<file path="src/rtl/inst_encoder.sv">
// -----------------------------------------------------------------------------
// inst_encoder
//
// Packs the fields of an RV32I instruction into a 32-bit word. The result is
// queued in a 2-entry output FIFO. Requests whose immediate cannot be
// represented in the selected format, and requests with an illegal format
// code, are turned into a NOP and flagged as error entries.
//
// Ports
//   clk        : single clock; all state updates on its rising edge
//   rst        : synchronous, active-high reset
//   in_valid   : request fields below are valid
//   in_ready   : a request can be accepted (FIFO not full)
//   fmt        : 0=R 1=I 2=S 3=B 4=U 5=J; 6 and 7 are illegal
//   opcode     : copied into inst[6:0]
//   funct3     : copied into inst[14:12] where the format has it
//   funct7     : copied into inst[31:25] for R format
//   rd/rs1/rs2 : register addresses
//   imm        : full two's-complement immediate, not pre-shifted
//   out_valid  : FIFO non-empty; inst/err describe the head entry
//   out_ready  : the consumer takes the head entry
//   inst       : encoded word at the FIFO head
//   err        : head entry was unencodable (inst is then a NOP)
//   enc_count  : accepted requests, wraps at 16 bits
//   err_count  : accepted error requests, saturates at 8'hFF
//
// Handshake: a transfer happens on a rising edge where valid and ready are
// both 1. Valid does not depend on ready, and in_ready depends only on the
// registered FIFO occupancy, so there is no combinational path from
// out_ready to in_ready.
// -----------------------------------------------------------------------------
module inst_encoder (
  input  logic        clk,
  input  logic        rst,
  input  logic        in_valid,
  output logic        in_ready,
  input  logic [2:0]  fmt,
  input  logic [6:0]  opcode,
  input  logic [2:0]  funct3,
  input  logic [6:0]  funct7,
  input  logic [4:0]  rd,
  input  logic [4:0]  rs1,
  input  logic [4:0]  rs2,
  input  logic [31:0] imm,
  output logic        out_valid,
  input  logic        out_ready,
  output logic [31:0] inst,
  output logic        err,
  output logic [15:0] enc_count,
  output logic [7:0]  err_count
);

  localparam logic [31:0] NOP = 32'h0000_0013;

  typedef enum logic [2:0] {
    FMT_R = 3'd0,
    FMT_I = 3'd1,
    FMT_S = 3'd2,
    FMT_B = 3'd3,
    FMT_U = 3'd4,
    FMT_J = 3'd5
  } fmt_e;

  // ---------------------------------------------------------------------------
  // Combinational encoder
  // ---------------------------------------------------------------------------
  // An immediate fits an N-bit signed field when every bit from the field's
  // sign bit upward is a copy of that sign bit.
  logic fits_i;   // imm[31:11] all equal: 12-bit signed
  logic fits_b;   // imm[31:12] all equal: 13-bit signed
  logic fits_j;   // imm[31:20] all equal: 21-bit signed

  assign fits_i = (&imm[31:11]) | ~(|imm[31:11]);
  assign fits_b = (&imm[31:12]) | ~(|imm[31:12]);
  assign fits_j = (&imm[31:20]) | ~(|imm[31:20]);

  logic [31:0] word;
  logic        enc_err;
  logic [31:0] enc_inst;

  always_comb begin
    word    = NOP;
    enc_err = 1'b0;
    case (fmt)
      FMT_R: begin
        word = {funct7, rs2, rs1, funct3, rd, opcode};
      end
      FMT_I: begin
        word    = {imm[11:0], rs1, funct3, rd, opcode};
        enc_err = ~fits_i;
      end
      FMT_S: begin
        word    = {imm[11:5], rs2, rs1, funct3, imm[4:0], opcode};
        enc_err = ~fits_i;
      end
      FMT_B: begin
        word    = {imm[12], imm[10:5], rs2, rs1, funct3, imm[4:1], imm[11], opcode};
        enc_err = ~fits_b | imm[0];
      end
      FMT_U: begin
        word    = {imm[31:12], rd, opcode};
        enc_err = |imm[11:0];
      end
      FMT_J: begin
        word    = {imm[20], imm[10:1], imm[11], imm[19:12], rd, opcode};
        enc_err = ~fits_j | imm[0];
      end
      default: begin
        enc_err = 1'b1;
      end
    endcase
    enc_inst = enc_err ? NOP : word;
  end

  // ---------------------------------------------------------------------------
  // 2-entry FIFO
  // ---------------------------------------------------------------------------
  logic [31:0] mem_inst [2];
  logic        mem_err  [2];
  logic        wr_ptr;
  logic        rd_ptr;
  logic [1:0]  count;

  logic        push;
  logic        pop;
  logic        wr_ptr_n;
  logic        rd_ptr_n;
  logic [1:0]  count_n;
  logic [31:0] head_inst_n;
  logic        head_err_n;

  assign in_ready  = (count != 2'd2);
  assign out_valid = (count != 2'd0);
  assign push      = in_valid & in_ready;
  assign pop       = out_valid & out_ready;

  always_comb begin
    wr_ptr_n = push ? ~wr_ptr : wr_ptr;
    rd_ptr_n = pop  ? ~rd_ptr : rd_ptr;
    count_n  = count + {1'b0, push} - {1'b0, pop};
    // The head after this edge is the entry being written if the write slot
    // is the slot the read pointer will point at (empty FIFO, or push and
    // pop together at occupancy 1); otherwise it is already in storage.
    if (push && (wr_ptr == rd_ptr_n)) begin
      head_inst_n = enc_inst;
      head_err_n  = enc_err;
    end else begin
      head_inst_n = mem_inst[rd_ptr_n];
      head_err_n  = mem_err[rd_ptr_n];
    end
  end

  // Storage is not reset: the pointers and count make stale contents
  // unreachable.
  always_ff @(posedge clk) begin
    if (!rst && push) begin
      mem_inst[wr_ptr] <= enc_inst;
      mem_err[wr_ptr]  <= enc_err;
    end
  end

  always_ff @(posedge clk) begin
    if (rst) begin
      wr_ptr <= 1'b0;
      rd_ptr <= 1'b0;
      count  <= 2'd0;
    end else begin
      wr_ptr <= wr_ptr_n;
      rd_ptr <= rd_ptr_n;
      count  <= count_n;
    end
  end

  // Registered head view; holds its last value while the FIFO is empty.
  always_ff @(posedge clk) begin
    if (rst) begin
      inst <= NOP;
      err  <= 1'b0;
    end else if (count_n != 2'd0) begin
      inst <= head_inst_n;
      err  <= head_err_n;
    end
  end

  // ---------------------------------------------------------------------------
  // Statistics
  // ---------------------------------------------------------------------------
  always_ff @(posedge clk) begin
    if (rst) begin
      enc_count <= 16'd0;
      err_count <= 8'd0;
    end else if (push) begin
      enc_count <= enc_count + 16'd1;
      if (enc_err && (err_count != 8'hFF)) begin
        err_count <= err_count + 8'd1;
      end
    end
  end

endmodule

</file>
<file path="config.mk">
export PLATFORM = sky130hd
export DESIGN_NAME = inst_encoder
export DESIGN_NICKNAME = d
export VERILOG_FILES = /design/src/rtl/inst_encoder.sv
export SDC_FILE = /design/constraint.sdc
export NUM_CORES = 1
export LEC_CHECK = 0
export ABC_AREA = 1
export BUFFER_PORTS_ARGS = -buffer_cell sky130_fd_sc_hd__buf_2
export CELL_PAD_IN_SITES_DETAIL_PLACEMENT = 0
export CELL_PAD_IN_SITES_GLOBAL_PLACEMENT = 2
export CORE_MARGIN = 2
export CORE_UTILIZATION = 34
export CTS_CLUSTER_DIAMETER = 40
export DETAILED_ROUTE_END_ITERATION = 6
export PLACE_DENSITY_LB_ADDON = 0.3
export SYNTH_ARGS = -nofsm -noshare
export SYNTH_HDL_FRONTEND = slang
export SYNTH_SLANG_ARGS = --single-unit
export TNS_END_PERCENT = 20
</file>
<file path="constraint.sdc">
create_clock -name clk -period 7.7 [get_ports clk]
set_input_delay 1.54 -clock clk [delete_from_list [all_inputs] [get_ports clk]]
set_output_delay 1.54 -clock clk [all_outputs]
set_load 0.005 [all_outputs]
</file>
==> results.md, run 1 <==
* Crit path max-delay family: buffers and inverters
* Largest net degree at the start of global routing at 43
* MaxCap Viol Count at 0
* Async S/R FF share, synth at 0%
* Synth Register Bits at approximately 130
* Starting density of the core at about a third
* Post-synthesis adder-cell area fraction at less than 1%
* Synthesized cell area at between 6000 and 7000 sq um
* Register area at about 3200 sq um
* Post-synth top flop: edfxtp_1
* Layout cell share with drive strength beyond 1 at between 20% and 30%
* Slowest CP cell: inv_1
* Hold violation count in the final report at 0
* VDD IR max at between 0.15 and 0.2 mV
* Dpl ws at just under 3 ns
* Worst Setup End Kind: flip-flop
* Largest family of logic cells by synthesized area: simple AND/OR/NAND/NOR gates
* # rows at between 40 and 50
* Core Util, Final at between 40% and 50%
* Netlist cell types at 38
* Final Instance Area at about 7700 sq um
* Worst Slack Setup Final at around 3.3 ns
* Routed length per placed instance at 16.33 um
* Post-Syn Instances at between 700 and 800
* Total die area at 19660 sq um
* Post-cts sizing count at 0
* TritonRoute pass-1 iters at 5
* Area growth, synth to finish at 21.57%
* TritonCTS Buffers at 17
* Worst-path clk slew at around 0.060 ns
* Final setup TNS at 0 ns
* Vias in the first global route at approximately 5600
* Number of synthesized flops with an enable pin at 66
* Io pins at 130
* Grt total ovfl at 0
* Post-synthesis compound-gate area fraction at approximately an eighth
* Worst skew pair latency at around 0.42 ns
* Post-synthesis sequential area ratio at 50.76%
* Most used cell, CP: inv_1
* Kind of critical path: in -> reg
* Core Region at between 15000 and 20000 sq um
* Clock sinks at between 100 and 150
* Vias after detailed routing at approximately 5600
* Vias per cell at 4.901
* Filler cell count at ~1800
* CTS Buffer Depth at 2
* Post-Synth Simple-Gate Area at about a quarter
* Most common cell after layout, fill and taps aside: nand2_1
* Final setup violating endpoints at 0
* Setup repair bufs after CTS at 0
* Worst Path Max Fanout at 35
* Fin. max-slew vios at 0
* Slowest stage delay, CP at roughly 0.95 ns
* DRT antenna net count at 0
* DRC errors left at 0
* Post-Syn Nets at roughly 860
* DRT Wirelength at roughly 19000 um
* Worst r2r src: count[0]
* CP cell instances: buf_2 > a21boi_4 > inv_1 > ha_1 > inv_1 > ha_1 > xnor2_1 > xor2_1 > nand2_1 > buf_4 > inv_1 > a21oi_1 > nand2_1 > nand3_1
* GRT Overall Usage at roughly a fifth
* Hold_sp: enc_count[12]
* Slew @ Worst Pin at about 1.3 ns
* Worst slew margin at 15.63%
* # hold bufs at CTS at 0
* Input/output buffers at 129
* Clk root buf: clkbuf_16
* Net count, final at approximately 1000
* CP arrival at 4.65 ns
* Clock skew after layout at around 0.0060 ns
* Pleak at ~3.4 nW
* Fmax at between 200 and 250 MHz
* Gpl congestion at 0.8430
* Worst Path Buf+Inv at 5
* Synth Area in XOR/XNOR at under 10%
* N_diodes at 0
* Multi-input gate area at ~2600 sq um
* DP Area at 7071 sq um
* Crit path launch type: primary input
* Hold Path Class: reg -> reg
* Die H at 140.2 um
* Min Tclk post-route at 4.366 ns
* Commonest cells after routing, fill and taps aside: 223 x nand2_1, 129 x buf_2, 83 x a21oi_1, 67 x inv_1, 66 x edfxtp_1
* Post-DP HPWL at 12490 um
* Fin crit share at about 57%
* First-pass GRT wire length at roughly 30000 um
* Yosys warns at 0
* Mean Syn Cell Area at roughly 8.1 sq um
* Mux share of post-synthesis cell area at under 10%
* H-tree Lvls at 4
* Die X at 140.2 um
* Data required time of the worst path at around 8.0 ns
* Worst Setup SP: in_valid
* Status: complete, no violations
* Power Dens Cells at ~330 nW/um^2
* Initial antenna violation count at 0
* CTS tree: yes
* RSZ-0062 raised after global routing: no
* Iter 0 DRT Violations at about 380
## where the power goes
part           switching, W  total [W]  internal (W)
clock network      0.000294   0.000800      0.000506
registers         0.0000591   0.000891      0.000832
logic              0.000599   0.000878      0.000278
total              0.000953    0.00257       0.00162
## cell type report
| type | count | share of cell area, % |
|---|---|---|
| Multi-Input combinational cell | 547 | 34.38 |
| Sequential cell | 127 | 41.75 |
| Timing Repair Buffer | 131 | 8.612 |
| Clock buffer | 26 | 7.356 |
| Inverter | 74 | 3.686 |
| Tap cell | 229 | 3.735 |
| Clock inverter | 6 | 0.4730 |
## cell usage after synthesis, types with 2 or more instances
cell type,number,area share (%)
nand2_1,223,13
a21oi_1,83,6.6
inv_1,67,4.0
edfxtp_1,66,31
nor2_1,66,3.9
dfxtp_1,61,19
o21ai_0,52,4.1
nand3_1,50,4.0
clkbuf_1,14,0.83
nand4_1,14,1.4
mux2i_1,10,1.6
a31oi_1,9,0.89
buf_2,7,0.56
buf_6,7,1.2
xor2_1,6,0.83
inv_2,5,0.30
buf_4,4,0.48
ha_1,4,0.79
nand2_4,4,0.71
nand2_2,3,0.30
nor2_2,3,0.30
inv_4,2,0.20
nor2_4,2,0.36
nor3_2,2,0.32
o21ai_1,2,0.16
or2_1,2,0.20
xnor2_1,2,0.28
## per-stage QoR
stage / total power (W) / hold WS (ns) / cells
final: 0.002569 / 0.4853 / 1140
after global routing: 0.002727 / 0.5261 / 1140
after CTS: 0.002590 / 0.4876 / 1140
after detailed placement: 0.001785 / 0.4787 / 1108
after global placement: 0.001755 / 0.4524 / 1108
after floorplan: 0.001491 / 0.4658 / 781
## worst register-to-register path, stage by stage, from the launching register on
cell	delay [ns]
dfxtp_1	0.36
inv_1	0.10
a21boi_4	0.39
inv_1	0.18
ha_1	0.31
inv_1	0.04
ha_1	0.18
xnor2_1	0.17
xor2_1	0.20
nand2_1	0.07
buf_4	0.25
inv_1	0.96
a21oi_1	0.08
nand2_1	0.13
nand3_1	0.06
## final timing paths
path / end / slack [ns] / depth (start not counted)
hold reg to reg: enc_count[12] / 0.49 / 2
setup reg to reg: inst[4] / 4.07 / 14
setup / recovery: inst[4] / 3.33 / 14
hold / removal: enc_count[12] / 0.49 / 2
## flip-flops by register name (all words and copies together), names as in the netlist
signal,cells
enc_count,16
inst,32
rd_ptr,1
mem_err,2
err,1
wr_ptr,1
mem_inst,64
err_count,8
count,2
## logic make-up after synthesis
family	Yosys count
DFF	127
xor gates and xnor gates	8
muxes	10
adders and majority gates	4
and+or+nand+nor	374
buffers and inverters	107
AOI/OAI and AO/OA	151
## routing by layer
layer,routed length [um],track usage (%),part of all wire [%],up-vias
met5,0,0,0,-
met4,152,4.891,0.82,0
met3,916,4.205,4.9,12
met2,8825,32.46,47,148
met1,8725,24.95,47,2604
li1,-,-,-,2823
No activity file was read; power rests on OpenSTA's default activity.
==> inputs of run 2 (changes only) <==
--- a/config.mk
+++ b/config.mk
@@ -10,7 +10,7 @@
 export CELL_PAD_IN_SITES_DETAIL_PLACEMENT = 0
 export CELL_PAD_IN_SITES_GLOBAL_PLACEMENT = 2
 export CORE_MARGIN = 2
-export CORE_UTILIZATION = 34
+export CORE_UTILIZATION = 29
 export CTS_CLUSTER_DIAMETER = 40
 export DETAILED_ROUTE_END_ITERATION = 6
 export PLACE_DENSITY_LB_ADDON = 0.3
==> constraint.sdc (replaced) <==
create_clock -name clk -period 3.65 [get_ports clk]
set_input_delay 0.73 -clock clk [delete_from_list [all_inputs] [get_ports clk]]
set_output_delay 0.73 -clock clk [all_outputs]
set_load 0.005 [all_outputs]
==> run 2 against run 1 <==
Register-to-register slack got worse by 2.8 ns. Combinational power rose by 110%. Critical path depth did not move. Via count fell by 0.30%. Sequential power rose by 110%. Highest routed layer unchanged. Clock power rose by 110%. Sequential cell count did not move. Core utilization fell by 5.7 points. Wire length rose by 0.53%. Largest cell class unchanged. Hold slack got worse by 0.021 ns. First-iteration DRC count fell by 23%. Critical endpoint unchanged. Total power rose by 110%.
==> results.md, run 2 (synthesis results as in run 1) <==
* Data required time of the worst path at 3.93 ns (-4.06 ns)
* Hold violation count in the final report at 0 (unchanged)
* CP cell instances: inv_1 > a21boi_4 > inv_1 > ha_1 > inv_1 > ha_1 > xnor2_1 > xor2_1 > nand2_1 > inv_1 > buf_4 > a21oi_1 > nand2_1 > nand3_1
* MaxCap Viol Count at 0 (unchanged)
* Pleak at 3.416 nW (+0.69%)
* DRC errors left at 0 (unchanged)
* WHS at 0.4646 ns (-0.02063 ns)
* Crit path max-delay family: buffers and inverters
* GRT Overall Usage at 16.79% (-2.4 points)
* Total die area at 22950 sq um (+17%)
* Slowest CP cell: dfxtp_1
* Largest net degree at the start of global routing at 35 (-19%)
* Min Tclk post-route at 2.394 ns
* Power Dens Cells at 697.5 nW/um^2 (+110%)
* Grt total ovfl at 0 (unchanged)
* Io pins at 130 (unchanged)
* Most common cell after layout, fill and taps aside: nand2_1
* Iter 0 DRT Violations at 294 (-23%)
* Area growth, synth to finish at 23.46%
* Post-DP HPWL at 13210 um (+5.8%)
* TritonRoute pass-1 iters at 4 (-1)
* Worst Path Max Fanout at 32 (-8.6%)
* Routed length per placed instance at 15.66 um (-4.1%)
* Worst skew pair latency at 0.42 ns (about the same)
* N_diodes at 0 (unchanged)
* Clock sinks at 127 (unchanged)
* Worst slew margin at 63.71% (+48 points)
* Commonest cells after routing, fill and taps aside: 223 x nand2_1, 129 x buf_2, 83 x a21oi_1, 67 x inv_1, 66 x edfxtp_1
* Worst-path clk slew at 0.06 ns (about the same)
* Vias in the first global route at 5368 (-3.7%)
* DRT antenna net count at 0 (unchanged)
* Kind of critical path: reg -> reg
* Setup repair bufs after CTS at 0 (unchanged)
* VDD IR max at 0.5638 mV (+220%)
* Vias after detailed routing at 5570 (-0.30%)
* Layout cell share with drive strength beyond 1 at 21.41% (+0.89 points)
* Core Region at 21220 sq um (+17%)
* Vias per cell at 4.661 (-4.9%)
* Fmax at ~420 MHz
* Hold Path Class: reg -> reg
* Filler cell count at 2258 (+22%)
* Starting density of the core at 29.73% (-5.2 points)
* Most used cell, CP: inv_1
* Gpl congestion at 0.7741 (-8.2%)
* CTS tree: yes
* H-tree Lvls at 4 (unchanged)
* Final setup TNS at 0 ns (unchanged)
* Final setup violating endpoints at 0 (unchanged)
* Die H at 151.5 um (+8.0%)
* # rows at 53 (+8.2%)
* Worst Setup End Kind: flip-flop
* Clk root buf: clkbuf_16
* Top flop regs: mem_inst x64, inst x32, enc_count x16
* RSZ-0062 raised after global routing: no
* Worst Path Buf+Inv at 5 (unchanged)
* # hold bufs at CTS at 0 (unchanged)
* Crit path launch type: flip-flop
* Fin crit share at approximately 66%
* Die X at 151.5 um (+8.0%)
* First-pass GRT wire length at 29100 um (-0.42%)
* CTS Buffer Depth at 2 (unchanged)
* Fin. max-slew vios at 0 (unchanged)
* Slew @ Worst Pin at 0.5437 ns (-0.7205 ns)
* DP Area at 7196 sq um (+1.8%)
* Initial antenna violation count at 0 (unchanged)
* CP arrival at 2.67 ns (-1.98 ns)
* Clock skew after layout at 0.005435 ns (-0.0005575 ns)
* Post-cts sizing count at 0 (unchanged)
* TritonCTS Buffers at 17 (unchanged)
* DRT Wirelength at 18720 um (+0.53%)
* Net count, final at 982 (+0.92%)
* Status: complete, no violations
* Slowest stage delay, CP at 0.35 ns (-0.60 ns)
* Max FFs per register at 64 (unchanged)
* Input/output buffers at 129 (unchanged)
* Final Instance Area at 7790 sq um (+1.5%)
* Biggest register: mem_inst
## run 2: per-stage QoR
stage | std cells | power (W) | util, % | setup slack, ns
after CTS | 1195 | 0.005513 | 36.71 | 1.207
after floorplan | 781 | 0.003145 | - | 0.5381
after detailed placement | 1163 | 0.003792 | 33.91 | 0.8449
after global routing | 1195 | 0.005817 | 36.71 | 0.9856
final | 1195 | 0.005434 | 36.71 | 1.256
after global placement | 1163 | 0.003798 | 33.91 | 0.8700
## run 2: where the power goes
group          internal [W]  switching, W
Clock               0.00107      0.000634
Combinational      0.000613       0.00125
Sequential          0.00175      0.000116
## run 2: final timing paths
| check | slack [ns] | cells past startpoint | start | end |
|---|---|---|---|---|
| worst min register to register | 0.46 | 2 | inst[0] | inst[0] |
| worst max-delay path | 1.26 | 14 | count[0] | inst[4] |
| worst max register to register | 1.26 | 14 | count[0] | inst[4] |
| worst min-delay path | 0.46 | 2 | inst[0] | inst[0] |
## run 2: area by class of cell
| class | instances | area, sq um | share of cell area [%] |
|---|---|---|---|
| timing repair buffer | 140 | 728.2 | 9.348 |
| multi-input combinational | 547 | 2638 | 33.86 |
| inverter | 74 | 282.8 | 3.630 |
| clock buffer | 17 | 425.4 | 5.461 |
| tap | 275 | 344.1 | 4.417 |
| clock inverter | 15 | 168.9 | 2.168 |
| sequential | 127 | 3203 | 41.12 |
## run 2: layer usage
layer / up-vias / global-route usage (%) / wire, um
met2: 167 / 25.54 / 8134
met4: 0 / 6.111 / 372
met5: - / 0 / 0
li1: 2844 / - / -
met3: 26 / 3.593 / 1097
met1: 2533 / 23.53 / 9112
## run 2: tightest hold or removal path: cells and delay by family, from the launching register on
| kind | cells | cell delay [ns] |
|---|---|---|
| flops | 1 | 0.32 |
| simple gates | 2 | 0.11 |
